===== src/rtl/lfsr_pkg.sv =====
`default_nettype none
// ============================================================================
//  Module      : lfsr_pkg
//  Description : Shared types and constants for the parametrised LFSR
//                generator. Provides the feedback-form enum, a table of
//                maximal-length tap masks for widths 3..32 and the width
//                legality check used at elaboration.
//  Revision    : 1.0 - initial release
// ============================================================================
package lfsr_pkg;

    typedef enum logic {
        LFSR_FIB = 1'b0,
        LFSR_GAL = 1'b1
    } lfsr_mode_e;

    localparam int LFSR_MIN_WIDTH = 3;
    localparam int LFSR_MAX_WIDTH = 32;

    // Bit i set means term x^(i+1) present; the leading term x^WIDTH is
    // always included as bit WIDTH-1.
    function automatic logic [31:0] lfsr_default_taps(input int width);
        logic [31:0] taps;
        case (width)
            3:       taps = 32'h0000_0006;
            4:       taps = 32'h0000_000C;
            5:       taps = 32'h0000_0014;
            6:       taps = 32'h0000_0030;
            7:       taps = 32'h0000_0060;
            8:       taps = 32'h0000_00B8;
            9:       taps = 32'h0000_0110;
            10:      taps = 32'h0000_0240;
            11:      taps = 32'h0000_0500;
            12:      taps = 32'h0000_0829;
            13:      taps = 32'h0000_100D;
            14:      taps = 32'h0000_2015;
            15:      taps = 32'h0000_6000;
            16:      taps = 32'h0000_D008;
            17:      taps = 32'h0001_2000;
            18:      taps = 32'h0002_0400;
            19:      taps = 32'h0004_0023;
            20:      taps = 32'h0009_0000;
            21:      taps = 32'h0014_0000;
            22:      taps = 32'h0030_0000;
            23:      taps = 32'h0042_0000;
            24:      taps = 32'h00E1_0000;
            25:      taps = 32'h0120_0000;
            26:      taps = 32'h0200_0023;
            27:      taps = 32'h0400_0013;
            28:      taps = 32'h0900_0000;
            29:      taps = 32'h1400_0000;
            30:      taps = 32'h2000_0029;
            31:      taps = 32'h4800_0000;
            32:      taps = 32'h8020_0003;
            default: taps = 32'h0000_0000;
        endcase
        return taps;
    endfunction

    function automatic bit lfsr_width_ok(input int width);
        return (width >= LFSR_MIN_WIDTH) && (width <= LFSR_MAX_WIDTH);
    endfunction

endpackage : lfsr_pkg
`default_nettype wire


===== src/rtl/lfsr_next.sv =====
`default_nettype none
// ============================================================================
//  Module      : lfsr_next
//  Description : Combinational next-state function of the LFSR in either
//                Fibonacci (shift left, XOR of tapped bits into bit 0) or
//                Galois (shift left, MSB conditionally XORs the tap mask)
//                form.
//  Ports       : state [WIDTH-1:0]  current register contents
//                mode               feedback form (LFSR_FIB / LFSR_GAL)
//                next  [WIDTH-1:0]  successor state
//  Revision    : 1.0 - initial release
// ============================================================================
module lfsr_next
    import lfsr_pkg::*;
#(
    parameter int               WIDTH = 4,
    parameter logic [WIDTH-1:0] TAPS  = 4'b1100
) (
    input  logic [WIDTH-1:0] state,
    input  lfsr_mode_e       mode,
    output logic [WIDTH-1:0] next
);

    logic             fib_fb;
    logic [WIDTH-1:0] shifted;
    logic [WIDTH-1:0] gal_mask;

    always_comb begin
        fib_fb   = ^(state & TAPS);
        shifted  = {state[WIDTH-2:0], 1'b0};
        // The x^0 term of the polynomial is implicit, hence the forced 1
        // in the lowest bit of the Galois feedback mask.
        gal_mask = state[WIDTH-1] ? {TAPS[WIDTH-2:0], 1'b1} : '0;
        next     = '0;
        case (mode)
            LFSR_FIB: next = {state[WIDTH-2:0], fib_fb};
            LFSR_GAL: next = shifted ^ gal_mask;
            default:  next = {state[WIDTH-2:0], fib_fb};
        endcase
    end

endmodule : lfsr_next
`default_nettype wire


===== src/rtl/lfsr_gen.sv =====
`default_nettype none
// ============================================================================
//  Module      : lfsr_gen
//  Description : Parametrised LFSR pattern generator with run-time
//                Fibonacci/Galois selection, advance enable, seed load with
//                all-zero protection, lockup recovery and period tracking.
//  Ports       : clk         rising-edge clock
//                reset       asynchronous active-low reset
//                en_i        advance one step this cycle
//                mode_i      0 = Fibonacci, 1 = Galois
//                load_i      load seed_i this cycle
//                seed_i      seed value for load
//                lfsr_o      current state (registered)
//                bit_o       serial output, lfsr_o[WIDTH-1]
//                step_cnt_o  advances since last load/reset/mode change/wrap
//                wrap_o      one-cycle pulse when state returns to start
//                period_o    step count latched at the last wrap
//                zero_err_o  one-cycle pulse when an all-zero state/seed was
//                            replaced by SEED
//  Revision    : 1.0 - initial release
// ============================================================================
module lfsr_gen
    import lfsr_pkg::*;
#(
    parameter int               WIDTH = 4,
    parameter logic [WIDTH-1:0] TAPS  = 4'b1100,
    parameter logic [WIDTH-1:0] SEED  = 4'b0001
) (
    input  logic             clk,
    input  logic             reset,
    input  logic             en_i,
    input  logic             mode_i,
    input  logic             load_i,
    input  logic [WIDTH-1:0] seed_i,
    output logic [WIDTH-1:0] lfsr_o,
    output logic             bit_o,
    output logic [WIDTH-1:0] step_cnt_o,
    output logic             wrap_o,
    output logic [WIDTH-1:0] period_o,
    output logic             zero_err_o
);

    // ------------------------------------------------------------------
    // Elaboration-time parameter checks
    // ------------------------------------------------------------------
    if (!lfsr_width_ok(WIDTH)) begin : g_bad_width
        $fatal(1, "lfsr_gen: WIDTH %0d outside legal range 3..32", WIDTH);
    end else begin : g_width_ok
        if (TAPS[WIDTH-1] != 1'b1) begin : g_bad_taps
            $fatal(1, "lfsr_gen: TAPS must include the x^WIDTH term");
        end
        if (SEED == '0) begin : g_bad_seed
            $fatal(1, "lfsr_gen: SEED must be non-zero");
        end
    end

    localparam logic [WIDTH-1:0] STEP_ONE = {{(WIDTH-1){1'b0}}, 1'b1};

    // ------------------------------------------------------------------
    // State
    // ------------------------------------------------------------------
    logic [WIDTH-1:0] state_q;
    logic [WIDTH-1:0] start_q;
    lfsr_mode_e       mode_q;
    logic [WIDTH-1:0] step_cnt_q;
    logic [WIDTH-1:0] period_q;
    logic             wrap_q;
    logic             zero_err_q;

    logic [WIDTH-1:0] next_state;
    logic [WIDTH-1:0] load_value;
    logic             seed_is_zero;
    logic             mode_change;
    lfsr_mode_e       mode_req;

    lfsr_next #(
        .WIDTH (WIDTH),
        .TAPS  (TAPS)
    ) u_next (
        .state (state_q),
        .mode  (mode_q),
        .next  (next_state)
    );

    always_comb begin
        mode_req     = lfsr_mode_e'(mode_i);
        mode_change  = (mode_req != mode_q);
        seed_is_zero = (seed_i == '0);
        load_value   = seed_is_zero ? SEED : seed_i;
    end

    // Priority: load > lockup recovery > mode change > advance.
    // A mode change restarts period measurement from the current state,
    // since the cycle through that state differs between the two forms.
    always_ff @(posedge clk or negedge reset) begin
        if (!reset) begin
            state_q    <= SEED;
            start_q    <= SEED;
            mode_q     <= LFSR_FIB;
            step_cnt_q <= '0;
            period_q   <= '0;
            wrap_q     <= 1'b0;
            zero_err_q <= 1'b0;
        end else begin
            wrap_q     <= 1'b0;
            zero_err_q <= 1'b0;
            if (load_i) begin
                state_q    <= load_value;
                start_q    <= load_value;
                step_cnt_q <= '0;
                zero_err_q <= seed_is_zero;
            end else if (state_q == '0) begin
                // All-zero is a fixed point of both forms; only reachable by
                // an upset, so recover to the known seed.
                state_q    <= SEED;
                start_q    <= SEED;
                step_cnt_q <= '0;
                zero_err_q <= 1'b1;
            end else if (mode_change) begin
                mode_q     <= mode_req;
                start_q    <= state_q;
                step_cnt_q <= '0;
            end else if (en_i) begin
                state_q <= next_state;
                if (next_state == start_q) begin
                    wrap_q     <= 1'b1;
                    period_q   <= step_cnt_q + STEP_ONE;
                    step_cnt_q <= '0;
                end else begin
                    step_cnt_q <= step_cnt_q + STEP_ONE;
                end
            end
        end
    end

    assign lfsr_o     = state_q;
    assign bit_o      = state_q[WIDTH-1];
    assign step_cnt_o = step_cnt_q;
    assign wrap_o     = wrap_q;
    assign period_o   = period_q;
    assign zero_err_o = zero_err_q;

endmodule : lfsr_gen
`default_nettype wire


===== config.mk =====
export PLATFORM = sky130hd
export DESIGN_NAME = lfsr_gen
export DESIGN_NICKNAME = d
export VERILOG_FILES = /design/src/rtl/lfsr_pkg.sv /design/src/rtl/lfsr_next.sv /design/src/rtl/lfsr_gen.sv
export SDC_FILE = /design/constraint.sdc
export NUM_CORES = 1
export LEC_CHECK = 0
export ABC_AREA = 1
export CELL_PAD_IN_SITES_DETAIL_PLACEMENT = 1
export CELL_PAD_IN_SITES_GLOBAL_PLACEMENT = 1
export CORE_UTILIZATION = 36
export CTS_CLUSTER_SIZE = 30
export DETAILED_ROUTE_END_ITERATION = 6
export PLACE_DENSITY = 0.85
export SLEW_MARGIN = 10
export SYNTH_ARGS = -nofsm -noshare
export SYNTH_HDL_FRONTEND = slang
export SYNTH_SLANG_ARGS = --single-unit

===== constraint.sdc =====
create_clock -name clk -period 1.9 [get_ports clk]
set_input_delay 0.285 -clock clk [delete_from_list [all_inputs] [get_ports clk]]
set_output_delay 0.285 -clock clk [all_outputs]
set_load 0.01 [all_outputs]

; Yosys cells after proc, flatten, opt, wreduce, memory -nomap -nowiden
; Index checks and enable logic that the tools add are counted.
[word_totals]
output_inout_bits = 15
word_cells = 47
input_bits = 9
ff_bits = 19
[classes]
n_mux = 22
n_addsub = 1
eq_ne = 3
bitwise = 5
n_reduce_logical = 9
[op_table]
columns = op, n
row1 = two-way mux 4 bit, 14
row2 = logical NOT 4 bit, 2
row3 = case mux 4 bit (2 select lines), 1
row4 = two-way mux 1 bit, 7
row5 = nonzero test 3 bit, 2
row6 = AND reduction 5 bit, 1
row7 = adder 4 x 1 -> 4 bit (second input constant), 1
row8 = == test 4 bit, 1
row9 = NOT 1 bit, 4
row10 = nonzero test 4 bit, 1
row11 = XOR reduction 4 bit, 1
row12 = XOR 4 bit, 1
row13 = inequality test 3 x 2 -> 1 bit (second input constant), 1
row14 = AND reduction 3 bit, 1
row15 = AND reduction 2 bit, 1
row16 = inequality test 1 bit, 1

; Logic depth before layout (Yosys ltp)
; Gate-level depths: netlist (run 1).
[logic_depth]
depth_word = 9
mapped_depth = 10
ltp_nobuf = 10

; Hierarchy
; Synthesis (run 1) repeated with hierarchy kept, for this count alone.
[hier_totals]
hier_cells = 152
hier_area_um2 = 1161.1
[by_module_without_submodules]
columns = module, seq_area_each_um2, area_per_inst_um2, n_inst, cells_each
row1 = lfsr_gen, 478.0, 1099.8, 1, 139
row2 = lfsr_next, 0.0, 61.3, 1, 13

; Worst setup path before layout (run 1)
; No wires, ideal clock.
[synth_path]
path_kind = flip-flop to flip-flop
start = register state_q[2], in the netlist lfsr_o[2]
end = register period_q[0], in the netlist period_o[0]
synth_period_minus_slack_ns = 1.520
path_buffers = 0
setup_time_ns = 0.117
arrival_ns = 1.403
required_ns = 1.783
path_stages_with_launch = 11
path_slack_ns = 0.380
path_cell_list = dfrtp_1 > inv_1 > ha_1 > inv_1 > nand2_1 > nand3_1 > nand2_1 > nor2_4 > nand3_4 > nand2_1 > nand2_1
[synth_between]
elab_chain_cells = 4
elab_cells_between_ends = 7
classes_between = eq/ne (1) / mux (1) / bitwise (2) / reduce/logical (3)
[synth_rtl]
columns = item, line
row1 = "start, declared", lfsr_gen.sv:62  ; logic [WIDTH-1:0] state_q;
row2 = "start signal, assigned", lfsr_gen.sv:108  ; state_q <= load_value;
row3 = "start signal, assigned", lfsr_gen.sv:124  ; state_q <= next_state;
row4 = XOR reduction 4 bit or XOR 4 bit (tied branches), "lfsr_next.sv:29, lfsr_next.sv:37"
row5 = case mux 4 bit (2 select lines), lfsr_next.sv:35  ; case (mode)
row6 = == test 4 bit, lfsr_gen.sv:125  ; if (next_state == start_q) begin
row7 = AND reduction 5 bit (no source line) (*), --
row8 = "end signal, assigned", lfsr_gen.sv:127  ; period_q <= step_cnt_q + STEP_ONE;
row9 = "end, declared", lfsr_gen.sv:66  ; logic [WIDTH-1:0] period_q;
; Mark *: on every way between the ends. The rest lies on a longest branch, timed or not.
; A chain may end at the register's enable or synchronous reset.

; Worst setup path after layout (run 1)
[layout_path]
start = register state_q[0], in the netlist lfsr_o[0]
end = output port lfsr_o[0]
[layout_rtl]
columns = item, line
row1 = "end, declared", lfsr_gen.sv:35  ; output logic [WIDTH-1:0] lfsr_o,
; No word-level cell between the ends.

==> impl_metrics.ini, run 1 <==
[status]
status = complete, no violations

[floorplan]
start_util_pct = 38.6
die_y_um = 56.6
rows = 19
io_pins = 24
die_w_um = 56.6
dieArea_um2 = 3200
coreArea_um2 = 2780

[global_route]
grt_start_max_net_pins = 20
grtUsageTotal_pct = 18.5
antenna_found_initial = 0
overflow = 0
grt_pass1_wl_um = 4570
grt_pass1_vias = 1042

[clocking]
clk_latency_ns = 0.29
cts_setup_buffers = 0
clock_path_buffers = 2
cts.sinks = 19
clk_pin_slew_ns = 0.11
cts_resized = 0
htreeDepth = 1
cts_root_buf = clkbuf_4
cts_tree = yes
cts_inserted_buffers = 3
cts_hold_buf = 0

[setup_path]
critPathCaptureType = output pin
start_kind = flip-flop
cp_slowest_cell = dfstp_2
cp_max_fo = 5
worstRegToRegCells = 10
slowest_delay_ns = 0.60
crit_family = flip-flops
required_ns = 1.62
path_cells = clkdlybuf4s50_1
crit_buf_inv = 1
cp.arrival_ns = 1.43
path_depth = 1
critical_path_class = flip-flop to output pin

[route]
wire_per_inst_um = 14.0
dr.max_layer_used = met4
drt-pass1-iter-count = 4
routed_wl_um = 2650
wl_met2_um = 1420
dr_wl_met3_um = 69
drt-met1-wl_um = 1150
ant_nets = 0
initialDrtViolationCount = 19
routed-via-count = 972
remaining_drc_errors = 0
via_per_inst = 5.14

[sta]
setup_viol = 0
relSlewSlack_pct = 83.1
fin_crit_sh_pct = 90.3
rsz0062_at_grt = false
setup_slack_ns = 0.185
worst_pin_slew_ns = 0.254
hold_viol_final = 0
slew_viol_final = 0
clock_skew_ns = 0.00139
fmax_ghz = 0.583
post-route-min-period_ns = 1.72
finalSetupTns_ns = 0

[pwr]
power_uw = 1810
powerDensity_nw_per_um2 = 1320
peakVddDrop_uv = 799
leakage_uw = 0.000684

[cells_and_area]
fin_nets = 170
final_cells = 189
diodes = 0
multi_input_area_um2 = 536
fill_cells = 342
drive_gt1_share_pct = 14.6
seqCellArea_um2 = 478
fin_util_pct = 49.5
syn_to_final_growth_pct = 28.3

[placement]
dp_cells = 185
place_hpwl_um = 2170
gp_congestion = 0.817
pre_cts_ws_ns = 0.150
io_buffer_count = 23

[yosys]
syn_inst = 130
yosys-top-cells-count = 46 x nand2_1, 17 x dfrtp_1, 11 x inv_1
synth_top_area_share_pct = 39.6
ys_warn_count = 0
synth_edf_count = 0
ys_seq_elements = 19
synth_nets = 141
async_flop_share_pct = 100
synth_top_flop_cell = dfrtp_1
synth_seq_area_share_pct = 44.5
netlist_area_um2 = 1070
synth_top_area_cell = dfrtp_1
yosysMostFrequentCell = nand2_1
ys_types = 24
yosys-top-cells-area = dfrtp_1 40%, nand2_1 16%, dfstp_2 4.9%
syn_area_per_cell_um2 = 8.26

[worst_hold_path]
hold_path_class = primary input to asynchronous set/reset pin

[run]
maxCapViolCount = 0
state kept, by name, summed over array words and instances (netlist names):
register    flops
zero_err_o      1
lfsr_o          4
period_o        4
wrap_o          1
start_q         4
step_cnt_o      4
mode_q          1
routing by layer:
layer  GRT usage [%]  vias up
met2            31.8       13
met4            8.36        0
met3            3.69        2
met1            22.2      478
li1                -      479
met5               0        -
layout make-up:
class	count	share of cell area (%)
clock inverter	1	0.363
sequential	19	34.7
timing repair buffer	25	17.8
tap	31	2.82
clock buffer	3	1.63
inverter	14	3.81
multi-input combinational	96	38.9
where the power goes:
group          internal [µW]  switching (µW)
registers                541             107
clock network           78.2             123
logic                    380             583
total                    999             813
stage by stage:
step                instance area (µm²)  hold WS [ns]
floorplan                          1070       -0.0106
global placement                   1350         0.461
detailed placement                 1350         0.465
CTS                                1380         0.319
global route                       1380         0.346
finish                             1380         0.315
cell families after synthesis:
| group | share of synthesized area (%) |
|---|---|
| buf+inv | 5.59 |
| fa+ha+maj | 2.33 |
| compound gates | 7.69 |
| flops | 44.5 |
| xor+xnor | 2.45 |
| simple gates | 37.4 |
cells in the final DEF (no fill, tap or decap), types with 3 or more instances in the layout:
master	count
o21ai_0	10
nor2_1	3
nand2_1	46
clkdlybuf4s50_1	23
inv_2	3
inv_1	11
dfrtp_1	17
nand2_2	5
nand3_1	9
clkbuf_4	3
nand4_1	4
nand3_4	3
worst paths after layout:
kind / from / end / slack, ns
worst max-delay path: lfsr_o[0]$_DFFE_PN1P_ / lfsr_o[0] / 0.18
worst min-delay path: reset / start_q[3]$_DFFE_PN0P_ / 0.31
worst max register to register: lfsr_o[3]$_DFFE_PN0P_ / step_cnt_o[3]$_DFFE_PN0P_ / 0.22
worst min register to register: period_o[3]$_DFFE_PN0P_ / period_o[3]$_DFFE_PN0P_ / 0.49
max in group asynchronous: reset / lfsr_o[0]$_DFFE_PN1P_ / 1.32
min in group clk: period_o[3]$_DFFE_PN0P_ / period_o[3]$_DFFE_PN0P_ / 0.49
No activity file was read; power rests on OpenSTA's default activity.
==> run 2, diff against run 1 <==
Settings changed: RECOVER_POWER set to 50.
==> run 2 against run 1 <==
  * Global-route usage stayed put
  * Cell area is 0.64% lower
  * Cell count stayed put
  * Clock power hardly changed
  * Worst setup slack hardly changed
  * Register-to-register slack hardly changed
  * Core utilization is 0.31 points lower
  * First-iteration DRC count is 11% higher
  * Power is 0.62% lower
  * Highest routed layer unchanged
==> impl_metrics.ini, run 2 (synthesized netlist as in run 1, its figures left out) <==
[status]
status = complete, no violations

[sta]
fmax_ghz = 0.583
relSlewSlack_pct = 29.7
fin_crit_sh_pct = 90.3
finalSetupTns_ns = 0
setup_viol = 0
rsz0062_at_grt = false
hold_viol_final = 0
slew_viol_final = 0
worst_pin_slew_ns = 1.05
post-route-min-period_ns = 1.72
clock_skew_ns = 0.00337

[pwr]
peakVddDrop_uv = 791
powerDensity_nw_per_um2 = 1320
leakage_uw = 0.000693
power_uw = 1800

[setup_path]
cp.arrival_ns = 1.43
r2r_start = lfsr_o[3]$_DFFE_PN0P_
critPathCaptureType = output pin
start_kind = flip-flop
cp_max_fo = 5
slowest_delay_ns = 0.60
crit_family = flip-flops
critical_path_class = flip-flop to output pin
crit_buf_inv = 1
crit_start = lfsr_o[0]$_DFFE_PN1P_
required_ns = 1.62
path_cells = clkdlybuf4s50_1
cp_slowest_cell = dfstp_2

[global_route]
overflow = 0
antenna_found_initial = 0
grt_start_max_net_pins = 20
grt_pass1_wl_um = 4570
grt_pass1_vias = 1042
grtUsageTotal_pct = 18.5

[floorplan]
dieArea_um2 = 3200
rows = 19
coreArea_um2 = 2780
die_w_um = 56.6
io_pins = 24
start_util_pct = 38.6
die_y_um = 56.6

[cells_and_area]
final_cells = 189
diodes = 0
fin_nets = 170
syn_to_final_growth_pct = 27.5
final_cell_mix = 48 x nand2_1, 18 x clkdlybuf4s50_1, 17 x dfrtp_1
final_common_cell = nand2_1
fin_area_um2 = 1370
drive_gt1_share_pct = 12.7

[route]
initialDrtViolationCount = 21
wire_per_inst_um = 14.1
routed-via-count = 982
via_per_inst = 5.20
routed_wl_um = 2660
remaining_drc_errors = 0
drt-pass1-iter-count = 4
ant_nets = 0

[clocking]
clock_path_buffers = 2
htreeDepth = 1
cts_setup_buffers = 0
cts_tree = yes
clk_pin_slew_ns = 0.11
cts_resized = 0
cts_root_buf = clkbuf_4
cts_hold_buf = 0
clk_latency_ns = 0.29
cts_inserted_buffers = 3
cts.sinks = 19

[placement]
dp_cells = 185
place_hpwl_um = 2170
io_buffer_count = 23
gp_congestion = 0.817
place_area_um2 = 1350

[run]
maxCapViolCount = 0

[worst_hold_path]
hp-start = period_o[3]$_DFFE_PN0P_
hold_path_class = flip-flop to flip-flop
run 2: changes by cell type in the layout (fill, tap and decap cells not counted):
cell	delta
buf_4	-1
clkdlybuf4s50_1	-5
dlygate4sd3_1	+5
clkbuf_1	+1
nand2_2	-2
nand2_1	+2
run 2: layout make-up:
| class | instances | area, µm² |
|---|---|---|
| well taps | 31 | 38.8 |
| multi-input cells | 96 | 531 |
| flip-flops and latches | 19 | 478 |
| inverters | 14 | 52.6 |
| clock buffers | 3 | 22.5 |
| clock inverters | 1 | 5.00 |
| fillers | 345 | 1410 |
| repair buffers | 25 | 241 |
run 2: where the power goes:
group,switching (µW),total (µW),internal (µW)
combinational,579,953,374
sequential,106,646,540
clock,123,201,78.2
run 2: final timing paths:
check                                                  to  slack [ns]  depth (start not counted)
worst min register to register    period_o[3]$_DFFE_PN0P_        0.48                          2
max in group asynchronous          start_q[2]$_DFFE_PN0P_        0.58                          2
worst max-delay path                            lfsr_o[0]        0.18                          1
worst min-delay path              period_o[3]$_DFFE_PN0P_        0.48                          2
min in group asynchronous       step_cnt_o[1]$_DFFE_PN0P_        0.69                          2
worst max register to register  step_cnt_o[3]$_DFFE_PN0P_        0.22                         10
run 2: per-layer routing:
metal | part of all wire (%) | wire length [µm] | track usage, %
met5 | 0 | 0 | 0
met4 | 0.64 | 17 | 8.36
met3 | 2.1 | 56 | 3.69
met2 | 55 | 1450 | 31.8
met1 | 43 | 1140 | 22.2
run 2: per-stage QoR:
step	util, %	hold WS, ns	setup slack (ns)
finish	49.2	0.481	0.184
global route	49.2	0.524	0.0373
CTS	49.5	0.319	0.171
detailed placement	48.5	0.465	0.150
global placement	48.5	0.461	0.253
floorplan	-	-0.0106	0.380
==> run 3, diff against run 2 <==
Settings changed: CORE_ASPECT_RATIO set to 0.5.
==> run 3 against run 2 <==
  * Flip-flop and latch count did not move
  * Cell count up 3.2%
  * Clock power grew 45%
  * Global-route usage shrank 0.44 points
  * Clock skew is 0.00095 ns higher
  * Sequential share of layout area fell by 0.66 points
  * Critical path depth up 9
  * Power increased by 4.9%
  * Sequential power is essentially flat
  * Via count fell by 0.31%
  * Die area up 0.42%
  * Critical path type is now flip-flop to flip-flop
  * Largest cell class unchanged
  * Highest routed layer unchanged
==> impl_metrics.ini, run 3 (synthesized netlist as in run 1, its figures left out) <==
[route]
wire_per_inst_um = 13.2
initialDrtViolationCount = 36
remaining_drc_errors = 0
drt-pass1-iter-count = 4
routed_wl_um = 2570
ant_nets = 0
via_per_inst = 5.02
routed-via-count = 979

[sta]
slew_viol_final = 0
fmax_ghz = 0.581
finalSetupTns_ns = 0
rsz0062_at_grt = false
relSlewSlack_pct = 29.2
post-route-min-period_ns = 1.72
clock_skew_ns = 0.00433
whs_ns = 0.480
hold_viol_final = 0
setup_viol = 0
fin_crit_sh_pct = 90.6
worst_pin_slew_ns = 1.06

[cells_and_area]
syn_to_final_growth_pct = 30.0
fin_nets = 170
final_cell_mix = 48 x nand2_1, 17 x clkdlybuf4s50_1, 17 x dfrtp_1
final_cells = 195
fin_util_pct = 51.4
final_common_cell = nand2_1
drive_gt1_share_pct = 12.7
diodes = 0

[setup_path]
cp_max_fo = 6
required_ns = 2.05
cp.arrival_ns = 1.87
critical_path_class = flip-flop to flip-flop
start_kind = flip-flop
critPathCaptureType = flip-flop

[pwr]
powerDensity_nw_per_um2 = 1350
leakage_uw = 0.000703
p_clk_share_pct = 15.4
power_frac_seq_pct = 34.1
intPower_uw = 1060
switching_share_pct = 44.1
pwr-share-comb_pct = 50.5
peakVddDrop_uv = 383
power_uw = 1890
switchingPower_uw = 833

[placement]
io_buffer_count = 23
gp_congestion = 0.745
dp_cells = 191
place_hpwl_um = 1940

[run]
maxCapViolCount = 0

[global_route]
grt_start_max_net_pins = 20
overflow = 0
grt_pass1_wl_um = 4200
antenna_found_initial = 0
grtUsageTotal_pct = 18.1
grt_pass1_vias = 925

[clocking]
cts_root_buf = clkbuf_8
cts_hold_buf = 0
cts_tree = yes
cts_setup_buffers = 0
cts.sinks = 19
clk_latency_ns = 0.26
htreeDepth = 1
cts_resized = 0
clk_pin_slew_ns = 0.08
cts_inserted_buffers = 3
clock_path_buffers = 2

[status]
status = complete, no violations

[floorplan]
rows = 13
start_util_pct = 39.5
io_pins = 24
die_y_um = 40.6
coreArea_um2 = 2720
die_w_um = 79.2
dieArea_um2 = 3220

[worst_hold_path]
hold_path_class = flip-flop to flip-flop
==> run 3: per-layer routing <==
| layer | part of all wire (%) | track usage, % |
|---|---|---|
| met3 | 2.9 | 5.11 |
| met1 | 48 | 21.8 |
| met2 | 49 | 31.9 |
| met5 | 0 | 0 |
| met4 | 0.74 | 7.73 |
==> run 3: area by class of cell <==
cell class | count | area (µm²)
Tap cell | 37 | 46.3
Clock inverter | 1 | 5.00
Fill cell | 345 | 1320
Inverter | 14 | 52.6
Sequential cell | 19 | 478
Multi-Input combinational cell | 96 | 531
Clock buffer | 3 | 41.3
Timing Repair Buffer | 25 | 241
==> run 3: path summary, 6_finish.rpt <==
path                                         from                 endpoint  slack [ns]  depth (start not counted)
min                        start_q[0]$_DFFE_PN1P_   start_q[0]$_DFFE_PN1P_        0.48                          2
max                         lfsr_o[3]$_DFFE_PN0P_  period_o[3]$_DFFE_PN0P_        0.18                         10
max reg2reg                 lfsr_o[3]$_DFFE_PN0P_  period_o[3]$_DFFE_PN0P_        0.18                         10
max in group asynchronous                   reset  period_o[2]$_DFFE_PN0P_        0.53                          2
min in group asynchronous                   reset   start_q[1]$_DFFE_PN0P_        0.73                          2
min reg2reg                start_q[0]$_DFFE_PN1P_   start_q[0]$_DFFE_PN1P_        0.48                          2
==> run 3: power by group through the flow <==
| stage | Clock [µW] | Sequential, µW | Combinational, µW |
|---|---|---|---|
| 2_1_floorplan | 0 | 667 | 596 |
| 3_3_place_gp | 0 | 649 | 922 |
| 3_5_place_dp | 0 | 652 | 953 |
| 4_1_cts | 305 | 645 | 969 |
| 5_1_grt | 314 | 661 | 1060 |
| 6_report | 291 | 644 | 954 |
==> run 3: metrics by stage <==
step | setup WS (ns) | instance area (µm²)
after CTS | 0.202 | 1400
after floorplan | 0.380 | 1070
after detailed placement | 0.168 | 1360
after global routing | 0.0343 | 1400
after global placement | 0.245 | 1360
final | 0.179 | 1400
==> run 3: critical path, cell delays in order, from the launching register on <==
cell     delay (ns)
dfrtp_1        0.42
inv_1          0.10
ha_1           0.33
inv_1          0.07
nand2_1        0.07
nand3_1        0.10
nand2_1        0.09
nor2_4         0.19
nand3_4        0.13
nand2_1        0.08
nand2_1        0.05
